<file path="config.mk">
export PLATFORM = sky130hd
export DESIGN_NAME = imm_encoder_flat
export DESIGN_NICKNAME = d
export VERILOG_FILES = /design/src/rtl/imm_encoder_if.sv /design/src/rtl/imm_encoder.sv /design/src/flat_wrapper.sv
export SDC_FILE = /design/constraint.sdc
export NUM_CORES = 1
export LEC_CHECK = 0
export BUFFER_PORTS_ARGS = -buffer_cell sky130_fd_sc_hd__buf_2
export CAP_MARGIN = 20
export CORE_UTILIZATION = 50
export DETAILED_ROUTE_END_ITERATION = 16
export HOLD_SLACK_MARGIN = 0.12
export PLACE_DENSITY = 0.75
export SETUP_SLACK_MARGIN = 0.3
export SLEW_MARGIN = 25
export SYNTH_ARGS = -nofsm -noshare
export SYNTH_HDL_FRONTEND = slang
export SYNTH_SLANG_ARGS = --single-unit
export TNS_END_PERCENT = 30
</file>
<file path="constraint.sdc">
create_clock -name clk -period 2.2 [get_ports clk]
set_clock_uncertainty 0.15 [all_clocks]
set_input_delay 0.55 -clock clk [delete_from_list [all_inputs] [get_ports clk]]
set_output_delay 0.55 -clock clk [all_outputs]
set_load 0.05 [all_outputs]
</file>
<file path="src/rtl/imm_encoder_if.sv">
// Handshake bundle for imm_encoder: request side (in_*) and result side (out_*).
interface imm_encoder_if;
  logic        in_valid;
  logic        in_ready;
  logic [31:0] in_imm;
  logic [2:0]  in_imm_src;
  logic [31:0] in_base;
  logic        out_valid;
  logic        out_ready;
  logic [31:0] out_instr;
  logic        out_err;

  modport master (
    output in_valid, in_imm, in_imm_src, in_base, out_ready,
    input  in_ready, out_valid, out_instr, out_err
  );
  modport slave (
    input  in_valid, in_imm, in_imm_src, in_base, out_ready,
    output in_ready, out_valid, out_instr, out_err
  );
endinterface

</file>
<file path="src/rtl/imm_encoder.sv">
// Packs a 32-bit immediate into an instruction word (inverse of the core immediate extender).
// Two-stage valid/ready pipeline; optional saturating error counter under IMM_ERR_CNT_EN.
module imm_encoder (
  input  logic          clk,
  input  logic          rst_n,
  input  logic          flush,
  imm_encoder_if.slave  bus
`ifdef IMM_ERR_CNT_EN
  ,
  output logic [15:0]   err_count
`endif
);

  typedef struct packed {
    logic [31:0] imm;
    logic [2:0]  src;
    logic [31:0] base;
    logic        ok;
  } s1_t;

  s1_t         s1_q, s1_d;
  logic        s1_valid_q, s2_valid_q;
  logic [31:0] s2_instr_q;
  logic        s2_err_q;
  logic        adv2, s1_ld, accept, range_ok;
  logic [31:0] pack_instr;

  assign adv2         = !s2_valid_q || bus.out_ready;
  assign s1_ld        = !s1_valid_q || adv2;
  assign bus.in_ready = !flush && s1_ld;
  assign accept       = bus.in_valid && bus.in_ready;

  // True when v >> n (arithmetic) is all zeros or all ones, i.e. v fits in n+1 signed bits.
  function automatic logic sx_fits(input logic [31:0] v, input logic [4:0] n);
    logic signed [31:0] s;
    s = $signed(v) >>> n;
    return (s == '0) || (s == '1);
  endfunction

  always_comb begin
    range_ok = 1'b0;
    case (bus.in_imm_src)
      3'b000, 3'b001: range_ok = sx_fits(bus.in_imm, 5'd11);
      3'b010:         range_ok = !bus.in_imm[0] && sx_fits(bus.in_imm, 5'd12);
      3'b011:         range_ok = !bus.in_imm[0] && sx_fits(bus.in_imm, 5'd20);
      3'b100:         range_ok = (bus.in_imm[11:0] == '0);
      3'b101:         range_ok = (bus.in_imm[31:5] == '0);
      3'b110:         range_ok = (bus.in_imm[31:12] == '0);
      default:        range_ok = 1'b0;
    endcase
  end

  always_comb begin
    s1_d.imm  = bus.in_imm;
    s1_d.src  = bus.in_imm_src;
    s1_d.base = bus.in_base;
    s1_d.ok   = range_ok;
  end

  // Overwrite only the immediate field; everything else comes from base.
  always_comb begin
    pack_instr = s1_q.base;
    case (s1_q.src)
      3'b000, 3'b110: pack_instr[31:20] = s1_q.imm[11:0];
      3'b101:         pack_instr[24:20] = s1_q.imm[4:0];
      3'b001: begin
        pack_instr[31:25] = s1_q.imm[11:5];
        pack_instr[11:7]  = s1_q.imm[4:0];
      end
      3'b010: begin
        pack_instr[31]    = s1_q.imm[12];
        pack_instr[7]     = s1_q.imm[11];
        pack_instr[30:25] = s1_q.imm[10:5];
        pack_instr[11:8]  = s1_q.imm[4:1];
      end
      3'b011: begin
        pack_instr[31]    = s1_q.imm[20];
        pack_instr[30:21] = s1_q.imm[10:1];
        pack_instr[20]    = s1_q.imm[11];
        pack_instr[19:12] = s1_q.imm[19:12];
      end
      3'b100:  pack_instr[31:12] = s1_q.imm[31:12];
      default: pack_instr = s1_q.base;
    endcase
  end

  always_ff @(posedge clk or negedge rst_n) begin
    if (!rst_n) begin
      s1_valid_q <= 1'b0;
      s1_q       <= '0;
      s2_valid_q <= 1'b0;
      s2_instr_q <= '0;
      s2_err_q   <= 1'b0;
    end else begin
      if (flush)      s1_valid_q <= 1'b0;
      else if (s1_ld) s1_valid_q <= bus.in_valid;
      if (accept) s1_q <= s1_d;
      if (flush)     s2_valid_q <= 1'b0;
      else if (adv2) s2_valid_q <= s1_valid_q;
      // Data regs only move on advance so the output holds under backpressure.
      if (adv2 && s1_valid_q) begin
        s2_instr_q <= pack_instr;
        s2_err_q   <= !s1_q.ok;
      end
    end
  end

  assign bus.out_valid = s2_valid_q;
  assign bus.out_instr = s2_instr_q;
  assign bus.out_err   = s2_err_q;

`ifdef IMM_ERR_CNT_EN
  logic [15:0] err_cnt_q;
  always_ff @(posedge clk or negedge rst_n) begin
    if (!rst_n)
      err_cnt_q <= '0;
    else if (bus.out_valid && bus.out_ready && bus.out_err && (err_cnt_q != 16'hFFFF))
      err_cnt_q <= err_cnt_q + 16'd1;
  end
  assign err_count = err_cnt_q;
`endif

endmodule

</file>
<file path="src/flat_wrapper.sv">
// flat-port wrapper written by rule: the top's interface ports become plain ports
module imm_encoder_flat 
  (clk, rst_n, flush, bus_in_valid, bus_in_imm, bus_in_imm_src, bus_in_base, bus_out_ready, bus_in_ready, bus_out_valid, bus_out_instr, bus_out_err);
  imm_encoder_if bus_i ();
  input  logic clk;
  input  logic rst_n;
  input  logic flush;
  input wire logic [$bits(bus_i.in_valid)-1:0] bus_in_valid;
  input wire logic [$bits(bus_i.in_imm)-1:0] bus_in_imm;
  input wire logic [$bits(bus_i.in_imm_src)-1:0] bus_in_imm_src;
  input wire logic [$bits(bus_i.in_base)-1:0] bus_in_base;
  input wire logic [$bits(bus_i.out_ready)-1:0] bus_out_ready;
  output wire logic [$bits(bus_i.in_ready)-1:0] bus_in_ready;
  output wire logic [$bits(bus_i.out_valid)-1:0] bus_out_valid;
  output wire logic [$bits(bus_i.out_instr)-1:0] bus_out_instr;
  output wire logic [$bits(bus_i.out_err)-1:0] bus_out_err;
  assign bus_i.in_valid = bus_in_valid;
  assign bus_i.in_imm = bus_in_imm;
  assign bus_i.in_imm_src = bus_in_imm_src;
  assign bus_i.in_base = bus_in_base;
  assign bus_i.out_ready = bus_out_ready;
  assign bus_in_ready = bus_i.in_ready;
  assign bus_out_valid = bus_i.out_valid;
  assign bus_out_instr = bus_i.out_instr;
  assign bus_out_err = bus_i.out_err;
  imm_encoder u_core (.clk(clk), .rst_n(rst_n), .flush(flush), .bus(bus_i));
endmodule
</file>
# Yosys cells after proc, flatten, opt, wreduce, memory -nomap -nowiden
# Index checks and enable logic that the tools add are counted.
[word_totals]
ff_bits = 103
latch_bits = 0
ramBits = 0
rom_bits = 0
input_bits = 72
out_inout_bits = 35
elab_cells = 61
memories = 0
[classes]
addsub = 0
mul = 0
div = 0
magnitude_cmp = 0
eq_ne = 15
shifts = 0
mux = 9
bitwise = 0
reduce_logical = 29
[ops]
columns = ["op", "count"]
rows = [
  ["== test 32 bit, second input constant", 3],
  ["zero test 32 bit", 3],
  ["case mux 7 bit (4 select lines)", 1],
  ["zero test 27 bit", 1],
  ["zero test 20 bit", 1],
  ["== test 3 bit, second input constant", 6],
  ["case mux 5 bit (3 select lines)", 1],
  ["== test 3 x 2 -> 1 bit, second input constant", 4],
  ["zero test 12 bit", 1],
  ["case mux 5 bit (2 select lines)", 1],
  ["2-to-1 mux 8 bit", 1],
  ["== test 3 x 1 -> 1 bit, second input constant", 2],
  ["zero test 3 bit", 2],
  ["case mux 1 bit (6 select lines)", 1],
  ["OR reduction 3 bit", 2],
  ["logical AND 1 bit", 5],
  ["zero test 1 bit", 5],
  ["logical OR 1 bit", 5],
  ["2-to-1 mux 1 bit", 4],
  ["nonzero test 2 bit", 2],
  ["OR reduction 2 bit", 2],
]

# Logic depth before layout (Yosys ltp)
# Gate-level depths: netlist of run 1.
[depth]
ltp_word = 5
mapped_depth = 7
mapped_depth_nobuf = 5

# Worst setup path after synthesis of run 1
# Ideal clock, no wire load.
[synth_path]
kind = "flip-flop to output port"
start = "reg u_core.s2_valid_q (netlist: u_core.bus.out_valid)"
end = "out bus_in_ready"
t_arrival_ps = 1553
required_time_ps = 1500
path_slack_ps = -53
stages_incl_launch_ff = 3
path_buffers = 0
cell_sequence = "dfrtp_1 nor2b_4 a21oi_1"
[synth_between]
elab_chain_len = 4
[synth_lines]
columns = ["element", "line", "rtl"]
rows = [
  ["start, declared", "imm_encoder.sv:22", "logic s1_valid_q, s2_valid_q;"],
  ["start signal, assigned", "imm_encoder.sv:99", "else if (adv2) s2_valid_q <= s1_valid_q;"],
  ["zero test 1 bit", "imm_encoder.sv:28", "assign adv2 = !s2_valid_q || bus.out_ready;"],
  ["logical OR 1 bit", "imm_encoder.sv:28", ""],
  ["logical OR 1 bit", "imm_encoder.sv:29", "assign s1_ld = !s1_valid_q || adv2;"],
  ["logical AND 1 bit", "imm_encoder.sv:30", "assign bus.in_ready = !flush && s1_ld;"],
  ["end, declared", "flat_wrapper.sv:13", "output wire logic [$bits(bus_i.in_ready)-1:0] bus_in_ready;"],
]
# No other way between the ends.

# Worst setup path after layout of run 1
[layout_path]
start = "reg u_core.s1_valid_q"
end = "out bus_in_ready"
[layout_between]
elab_chain_len = 3
[layout_lines]
columns = ["element", "line", "rtl"]
rows = [
  ["start, declared", "imm_encoder.sv:22", ""],
  ["start signal, assigned", "imm_encoder.sv:96", "else if (s1_ld) s1_valid_q <= bus.in_valid;"],
  ["zero test 1 bit", "imm_encoder.sv:29", ""],
  ["logical OR 1 bit", "imm_encoder.sv:29", ""],
  ["logical AND 1 bit", "imm_encoder.sv:30", ""],
]
# No other way between the ends.

==> results of run 1 <==
-- worst max-delay path, cell delays in order (launching register included) --
cell and delay (ns):
dfrtp_1 0.47, a21oi_4 0.17, buf_6 0.17
-- how the worst max path moves through the flow --
stage,end,slack [ns]
CTS,u_core.bus.out_instr[19],0.30
detailed placement,u_core.s1_q[0],0.15
global placement,u_core.s1_q[0],0.22
global route,u_core.bus.out_instr[8],0.22
floorplan,u_core.pack_instr[0],0.28
finish,bus_in_ready,0.33
-- power breakdown --
part	internal, W	total (W)	switching (W)
clock	0.000750	0.00137	0.000620
combinational	0.000533	0.00157	0.00104
sequential	0.00224	0.00246	0.000224
total	0.00352	0.00540	0.00188
-- stage by stage --
step           area [um2]  std cells  power [W]  utilization
2_1_floorplan        4580        385    0.00361            -
3_3_place_gp         5200        587    0.00402        0.594
3_5_place_dp         5200        587    0.00407        0.594
4_1_cts              5470        605    0.00544        0.624
5_1_grt              5470        605    0.00567        0.625
6_report             5470        605    0.00540        0.625
-- sequential cells by signal, summed over array words and instances (netlist names) --
| register | count |
|---|---|
| u_core.s1_q | 61 |
| u_core.bus.out_instr | 32 |
| u_core.pack_instr | 7 |
| u_core.bus.out_err | 1 |
| u_core.bus.out_valid | 1 |
| u_core.s1_valid_q | 1 |
-- cell usage in the layout, fill, tap and decap left out, types with 8 or more instances in the layout --
cell	instances
mux2i_1	15
clkbuf_8	9
buf_2	104
nand2_1	55
nor4_1	8
a21oi_1	9
mux2_2	67
buf_4	11
a221oi_1	11
nor2_1	23
o21ai_0	24
dfrtp_1	103
-- cells by family after synthesis --
logic type / Yosys count
buf+inv: 25
flops: 103
xor+xnor: 2
simple gates: 110
mux: 82
compound gates: 63
-- final cells by class --
cell class,instances,area share
timing repair buffer,120,0.125
tap,108,0.0247
multi-input combinational,257,0.335
inverter,2,0.00137
sequential,103,0.471
clock inverter,6,0.0199
clock buffer,9,0.0226
-- layer usage --
| metal | track usage | part of all wire | vias up |
|---|---|---|---|
| li1 | - | - | 1590 |
| met1 | 0.310 | 0.45 | 1642 |
| met2 | 0.347 | 0.48 | 97 |
| met3 | 0.0345 | 0.052 | 12 |
| met4 | 0.0814 | 0.014 | 0 |
| met5 | 0 | 0 | - |
-- repair_timing --
item                                    4_1_cts  5_1_grt
setup buffers                                 2        0
pin swaps                                     1        0
endpoints found under the setup margin        2       20
hold endpoints to repair                     33        0
gates resized for setup                       2        2
hold buffers                                  1        0
==> impl_metrics.toml, run 1 <==
[run_status]
status = "completed"

[worst_setup_path]
start_kind = "flip-flop"
reg2regPathDepth = 7
path_class = "reg -> out"
crit_arrival_ns = 1.17
rrSetupSlack_ns = 0.33
reg2reg_to = "u_core.s1_q[0]"
end_kind = "primary output"
worstPathRequired_ns = 1.50
critPathMaxFanout = 6
reg2reg_from = "u_core.bus.out_valid"
cp-startpoint = "u_core.s1_valid_q"

[sta]
worst_slew_pin_slew_ns = 0.524
slew_violations = 0
fin_crit_sh = 0.852
hold_violations = 0
rsz0062_at_grt = "yes"
relSlewSlack = 0.650
fmax_ghz = 0.534
setup_violations = 0
tns_ns = 0
min_period_ns = 1.87
timing.hold.ws_ns = 0.264
worst_slack_ns = 0.327

[routing]
drtIter0Drc = 206
vias_per_cell = 5.52
dr.pass1.iters = 4
ant_nets = 0
drc = 0
avgRoutedWirePerCell_um = 16.4
drt_wl_total_um = 9900
vias = 3341

[power_and_ir_drop]
p_leak_nw = 2.54
ir_drop_mv = 0.449
powerDensity_nw_per_um2 = 987

[synthesis]
synth_async_sr_flop_share = 1.00
netlist.area_leader.share = 0.565
synth-compound-area-share = 0.0871
yosysMostFrequentCell = "dfrtp_1"
yosys_most_used_dff = "dfrtp_1"
synth-simple-area-share = 0.109
synthTopCellsByArea = "dfrtp_1 56%, mux2_2 17%, nand2_1 4.5%, mux2i_1 3.3%, o21ai_0 2.6%"
netlist_top_cells_count = "103 x dfrtp_1, 67 x mux2_2, 55 x nand2_1"
synthMuxAreaShare = 0.198
synth-xor-area-share = 0.00384
syn-instance-count = 385
synth.largest_area_cell = "dfrtp_1"
avgSynthCellArea_um2 = 11.9
synth-seq-cells = 103
ys_warn_count = 0
synthesis.area_um2 = 4570
synth-edff-count = 0
yosysSeqAreaShare = 0.565
syn_nets = 457
synth.distinct_cells = 37
synth_top_family_by_area = "multiplexers"
synth_fa_ha_area_frac = 0

[hold_path]
hold_class = "in -> reg"
min_to = "u_core.s1_q[25]"
whs_path_depth = 2
hp-start = "bus_in_base[24]"

[global_routing]
antenna_found_initial = 0
grt_usage = 0.221
grt_start_max_net_pins = 49
grt_pass1_vias = 3423
grt_pass1_wl_um = 16600
gr-total-overflow = 0

[cells_and_area]
nNetsFinal = 565
final-seq-area_um2 = 2580
multi_input_area_um2 = 1840
syn_to_final_growth_pct = 19.9
diodes = 0
nFillCells = 735
drive_gt1_frac = 0.416

[placed_design]
pre_cts_ws_ns = 0.147
port_buffers = 106
dp_hpwl_um = 7400
globalplace.congestion = 0.791

[floorplanning]
dieHeight_um = 97.6
initial_core_util = 0.521
fp-row-count = 34
dieArea_um2 = 9520
io_pins = 107
die_x_um = 97.6
core_um2 = 8760

[clock_tree]
clk_latency_ns = 0.36
cts_root_buf = "clkbuf_8"
cts.sinks = 103
cts_max_level = 3
cts_buffers = 9
clk_pin_slew_ns = 0.10
clock_path_buffers = 2
cts_tree = "yes"

[flow_run]
max-cap-violations = 0
(Power assumes the default switching activity.)
==> run 2, diff against run 1 <==
--- a/config.mk
+++ b/config.mk
@@ -8,6 +8,7 @@
 export BUFFER_PORTS_ARGS = -buffer_cell sky130_fd_sc_hd__buf_2
 export CAP_MARGIN = 20
 export CORE_UTILIZATION = 50
+export CTS_BUF_LIST = sky130_fd_sc_hd__clkbuf_2
 export DETAILED_ROUTE_END_ITERATION = 16
 export HOLD_SLACK_MARGIN = 0.12
 export PLACE_DENSITY = 0.75
==> run 2 against run 1 <==
Total power shrank 0.27%; core utilization grew 8.2 points; clock power shrank 21%; critical path type unchanged; cell count grew 12%.
==> impl_metrics.toml, run 2 (synthesis results as in run 1) <==
[routing]
avgRoutedWirePerCell_um = 16.1
dr.pass1.iters = 5
ant_nets = 0
vias = 3629
drc = 0
drt_wl_total_um = 10900
vias_per_cell = 5.37
drtIter0Drc = 279

[global_routing]
antenna_found_initial = 0
grt_pass1_vias = 3718
grt_start_max_net_pins = 49
gr-total-overflow = 0
grt_usage = 0.238
grt_pass1_wl_um = 18000

[sta]
min_period_ns = 2.10
worst_slew_pin_slew_ns = 0.495
tns_ns = 0
slew_violations = 0
worst_slack_ns = 0.0961
setup_violations = 0
hold_violations = 0
relSlewSlack = 0.668
fin_crit_sh = 0.956
rsz0062_at_grt = "yes"
timing.hold.ws_ns = 0.170
fmax_ghz = 0.475

[clock_tree]
cts.sinks = 103
cts_max_level = 3
clk_pin_slew_ns = 0.26
clock_path_buffers = 2
cts_root_buf = "clkbuf_2"
clk_latency_ns = 0.55
cts_tree = "yes"
cts_buffers = 9

[worst_setup_path]
max_stage_delay_ns = 0.44
reg2reg_from = "u_core.bus.out_valid"
path_class = "reg -> out"
crit_slowest_cell = "dfrtp_1"
worstPathRequired_ns = 1.50
critPathMaxFanout = 2
end_kind = "primary output"
crit_arrival_ns = 1.40
reg2regPathDepth = 7
path_cells = "nor2b_4 > a21oi_4 > buf_6"
reg2reg_to = "u_core.s1_q[0]"
start_kind = "flip-flop"
rrSetupSlack_ns = 0.27

[placed_design]
dp_hpwl_um = 7400
pre_cts_ws_ns = 0.147
post_dp_cell_area_um2 = 5200
globalplace.congestion = 0.791
port_buffers = 106

[cells_and_area]
final_cell_mix = "101 x dfrtp_1, 89 x buf_2, 67 x mux2_2, 66 x dlygate4sd3_1, 55 x nand2_1"
nNetsFinal = 636
largest_register_ff_count = 61
top_register = "u_core.s1_q"
syn_to_final_growth_pct = 35.7
final_design_area_no_fill_um2 = 6190
fin_util = 0.707
drive_gt1_frac = 0.380
diodes = 0
final_common_cell = "dfrtp_1"

[floorplanning]
die_x_um = 97.6
dieArea_um2 = 9520
dieHeight_um = 97.6
initial_core_util = 0.521
fp-row-count = 34
core_um2 = 8760
io_pins = 107

[flow_run]
max-cap-violations = 0

[run_status]
status = "completed"

[hold_path]
whs_path_depth = 2
hold_class = "in -> reg"
min_to = "u_core.s1_q[33]"
hp-start = "bus_in_imm_src[0]"

[power_and_ir_drop]
powerDensity_nw_per_um2 = 870
ir_drop_mv = 0.401
p_leak_nw = 2.84
==> run 2: how the worst max path moves through the flow <==
| stage | slack (ns) | depth (start not counted) | end | from |
|---|---|---|---|---|
| 6_report | 0.1 | 3 | bus_in_ready | u_core.bus.out_valid |
| 5_1_grt | 0.04 | 3 | bus_in_ready | u_core.bus.out_valid |
| 4_1_cts | 0.05 | 3 | bus_in_ready | u_core.bus.out_valid |
| 3_5_place_dp | 0.15 | 7 | u_core.s1_q[0] | bus_in_imm[6] |
| 3_3_place_gp | 0.22 | 7 | u_core.s1_q[0] | bus_in_imm[6] |
| 2_1_floorplan | 0.28 | 5 | u_core.pack_instr[0] | u_core.bus.out_valid |
==> run 2: worst max-delay path, delay by kind of cell, from the launching register on <==
family | cells | cell delay (ns)
buffers and inverters | 1 | 0.17
AOI/OAI and AO/OA | 1 | 0.11
and+or+nand+nor | 1 | 0.14
DFF | 1 | 0.44
==> run 2: routing by layer <==
metal,vias up,share of wire,track usage
met5,-,0,0
met4,0,0.014,0.0735
met3,14,0.040,0.0345
met2,98,0.50,0.397
met1,1782,0.44,0.322
li1,1735,-,-
==> run 2: cell type report <==
cell class	instances	area (um2)
repair buffers	191	1470
clock buffers	9	45.0
clock inverters	6	109
well taps	108	135
multi-input cells	257	1840
flip-flops and latches	103	2580
inverters	2	7.51
fillers	631	2570
==> run 2: repair_timing <==
| action | CTS | global route |
|---|---|---|
| pin swaps | 1 | 0 |
| hold buffers | 66 | 0 |
| gates resized for setup | 21 | 23 |
| hold endpoints to repair | 104 | 0 |
| setup buffers | 3 | 5 |
| setup endpoints to repair | 35 | 59 |
==> run 2: report_power, final <==
part	switching [W]	total, W	internal (W)	leakage (nW)
Combinational	0.00108	0.00182	0.000740	1.52
Sequential	0.000247	0.00248	0.00224	1.23
Clock	0.000597	0.00108	0.000484	0.0921
Total	0.00193	0.00539	0.00346	2.84
==> run 2: per-stage QoR <==
step | power, W | cells
6_report | 0.00539 | 676
3_3_place_gp | 0.00402 | 587
5_1_grt | 0.00565 | 676
4_1_cts | 0.00532 | 671
3_5_place_dp | 0.00407 | 587
2_1_floorplan | 0.00361 | 385
==> run 3, diff against run 2 <==
--- a/config.mk
+++ b/config.mk
@@ -12,6 +12,7 @@
 export DETAILED_ROUTE_END_ITERATION = 16
 export HOLD_SLACK_MARGIN = 0.12
 export PLACE_DENSITY = 0.75
+export RECOVER_POWER = 100
 export SETUP_SLACK_MARGIN = 0.3
 export SLEW_MARGIN = 25
 export SYNTH_ARGS = -nofsm -noshare
==> constraint.sdc (replaced) <==
create_clock -name clk -period 2.6 [get_ports clk]
set_clock_uncertainty 0.15 [all_clocks]
set_input_delay 0.65 -clock clk [delete_from_list [all_inputs] [get_ports clk]]
set_output_delay 0.65 -clock clk [all_outputs]
set_load 0.05 [all_outputs]
==> run 3 against run 2 <==
Final area fell by 11%; critical path type unchanged; cell count down 7.4%; sequential power is 16% lower; clock-buffer cell count unchanged.
==> impl_metrics.toml, run 3 (synthesis results as in run 1) <==
[run_status]
status = "completed"

[floorplanning]
fp-row-count = 34
die_x_um = 97.6
initial_core_util = 0.521
core_um2 = 8760
dieHeight_um = 97.6
io_pins = 107
dieArea_um2 = 9520

[sta]
worst_slew_pin_slew_ns = 0.907
rsz0062_at_grt = "yes"
fmax_ghz = 0.425
tns_ns = 0
setup_violations = 0
hold_violations = 0
worst_slack_ns = 0.248
slew_violations = 0
timing.hold.ws_ns = 0.152
min_period_ns = 2.35
fin_crit_sh = 0.905
relSlewSlack = 0.395

[placed_design]
pre_cts_ws_ns = 0.344
placedCellCount = 583
port_buffers = 106
dp_hpwl_um = 7130
globalplace.congestion = 0.823

[routing]
ant_nets = 0
vias_per_cell = 5.45
drt_wl_total_um = 10000
met1_length_um = 4800
wl_met3_um = 429
drtIter0Drc = 192
vias = 3412
avgRoutedWirePerCell_um = 16.0
dr.pass1.iters = 4
dr_wl_met2_um = 4620
drc = 0
maxUsedRoutingLayer = "met4"

[power_and_ir_drop]
clkPwrFrac = 0.200
pwr-share-comb = 0.307
p_leak_nw = 2.47
power_w = 0.00425
p_seq_frac = 0.492
ir_drop_mv = 0.401
powerDensity_nw_per_um2 = 769
p_sw_frac = 0.378
switching_power_w = 0.00160
p_int_w = 0.00264

[global_routing]
grt_start_max_net_pins = 49
antenna_found_initial = 0
grt_usage = 0.219
gr-total-overflow = 0
grt_pass1_vias = 3351
grt_pass1_wl_um = 16500

[worst_setup_path]
crit_slowest_cell = "dfrtp_1"
worstPathRequired_ns = 1.80
critPathMaxFanout = 2
rrSetupSlack_ns = 0.39
reg2reg_to = "u_core.bus.out_instr[9]"
max_stage_delay_ns = 0.44
start_kind = "flip-flop"
path_cells = "nor2b_1 > a21oi_2 > clkbuf_2"
end_kind = "primary output"
path_class = "reg -> out"
reg2reg_from = "u_core.bus.out_valid"
crit_arrival_ns = 1.55
reg2regPathDepth = 6

[clock_tree]
clock_path_buffers = 2
clk_pin_slew_ns = 0.28
cts_max_level = 3
cts_tree = "yes"
cts.sinks = 103
cts_buffers = 9
clk_latency_ns = 0.56
cts_root_buf = "clkbuf_2"

[cells_and_area]
final_common_cell = "dfrtp_1"
final_cells = 626
syn_to_final_growth_pct = 20.9
drive_gt1_frac = 0.317
final_cell_mix = "102 x dfrtp_1, 70 x buf_2, 67 x mux2_2, 55 x nand2_1, 35 x clkbuf_1"
nNetsFinal = 586
diodes = 0
nFillCells = 713
top_register = "u_core.s1_q"
largest_register_ff_count = 61

[hold_path]
whs_path_depth = 3
hp-start = "bus_in_valid"
hold_class = "in -> reg"
min_to = "u_core.s1_valid_q"

[flow_run]
max-cap-violations = 0
[run 3: what timing repair did]
item	CTS	global route
hold buffers	20	7
gates resized for setup	1	2
pin swaps	0	1
endpoints found under the setup margin	1	2
endpoints found under the hold margin	54	7
buffers inserted	0	1
[run 3: metal layers]
layer	vias up	track usage
met3	13	0.0388
met4	0	0.0667
met2	101	0.327
met5	-	0
li1	1644	-
met1	1654	0.327
[run 3: worst max path at each step]
stage / end / from / slack [ns] / depth (start not counted)
after floorplan: bus_in_ready / u_core.bus.out_valid / 0.56 / 2
after global placement: u_core.s1_q[56] / bus_out_ready / 0.40 / 5
after detailed placement: u_core.s1_q[30] / bus_out_ready / 0.34 / 5
after CTS: bus_in_ready / u_core.bus.out_valid / 0.30 / 3
after global routing: bus_in_ready / u_core.bus.out_valid / 0.15 / 3
final: bus_in_ready / u_core.bus.out_valid / 0.25 / 3
[run 3: worst max-delay path, delay by kind of cell (launching register included)]
family	cells	cell delay, ns
buffers and inverters	1	0.28
AO/OA/AOI/OAI	1	0.11
AND/OR/NAND/NOR	1	0.15
flip-flops	1	0.44
[run 3: through the flow]
step,util,area [um2]
after floorplan,-,4570
after global placement,0.591,5180
after detailed placement,0.591,5180
after CTS,0.630,5520
after global routing,0.630,5520
final,0.630,5520
[run 3: cell type report]
type / instances / area [um2] / share of cell area
inverters: 2 / 7.51 / 0.00136
clock buffers: 9 / 45.0 / 0.00816
multi-input cells: 257 / 1810 / 0.329
flip-flops and latches: 103 / 2580 / 0.467
clock inverters: 6 / 91.3 / 0.0165
well taps: 108 / 135 / 0.0245
repair buffers: 141 / 850 / 0.154
[run 3: power by group through the flow]
stage | registers [W] | clock network (W) | logic, W
global route | 0.00213 | 0.000926 | 0.00141
finish | 0.00209 | 0.000851 | 0.00130
detailed placement | 0.00212 | 0 | 0.00132
floorplan | 0.00252 | 0 | 0.000529
CTS | 0.00208 | 0.000870 | 0.00135
global placement | 0.00210 | 0 | 0.00129
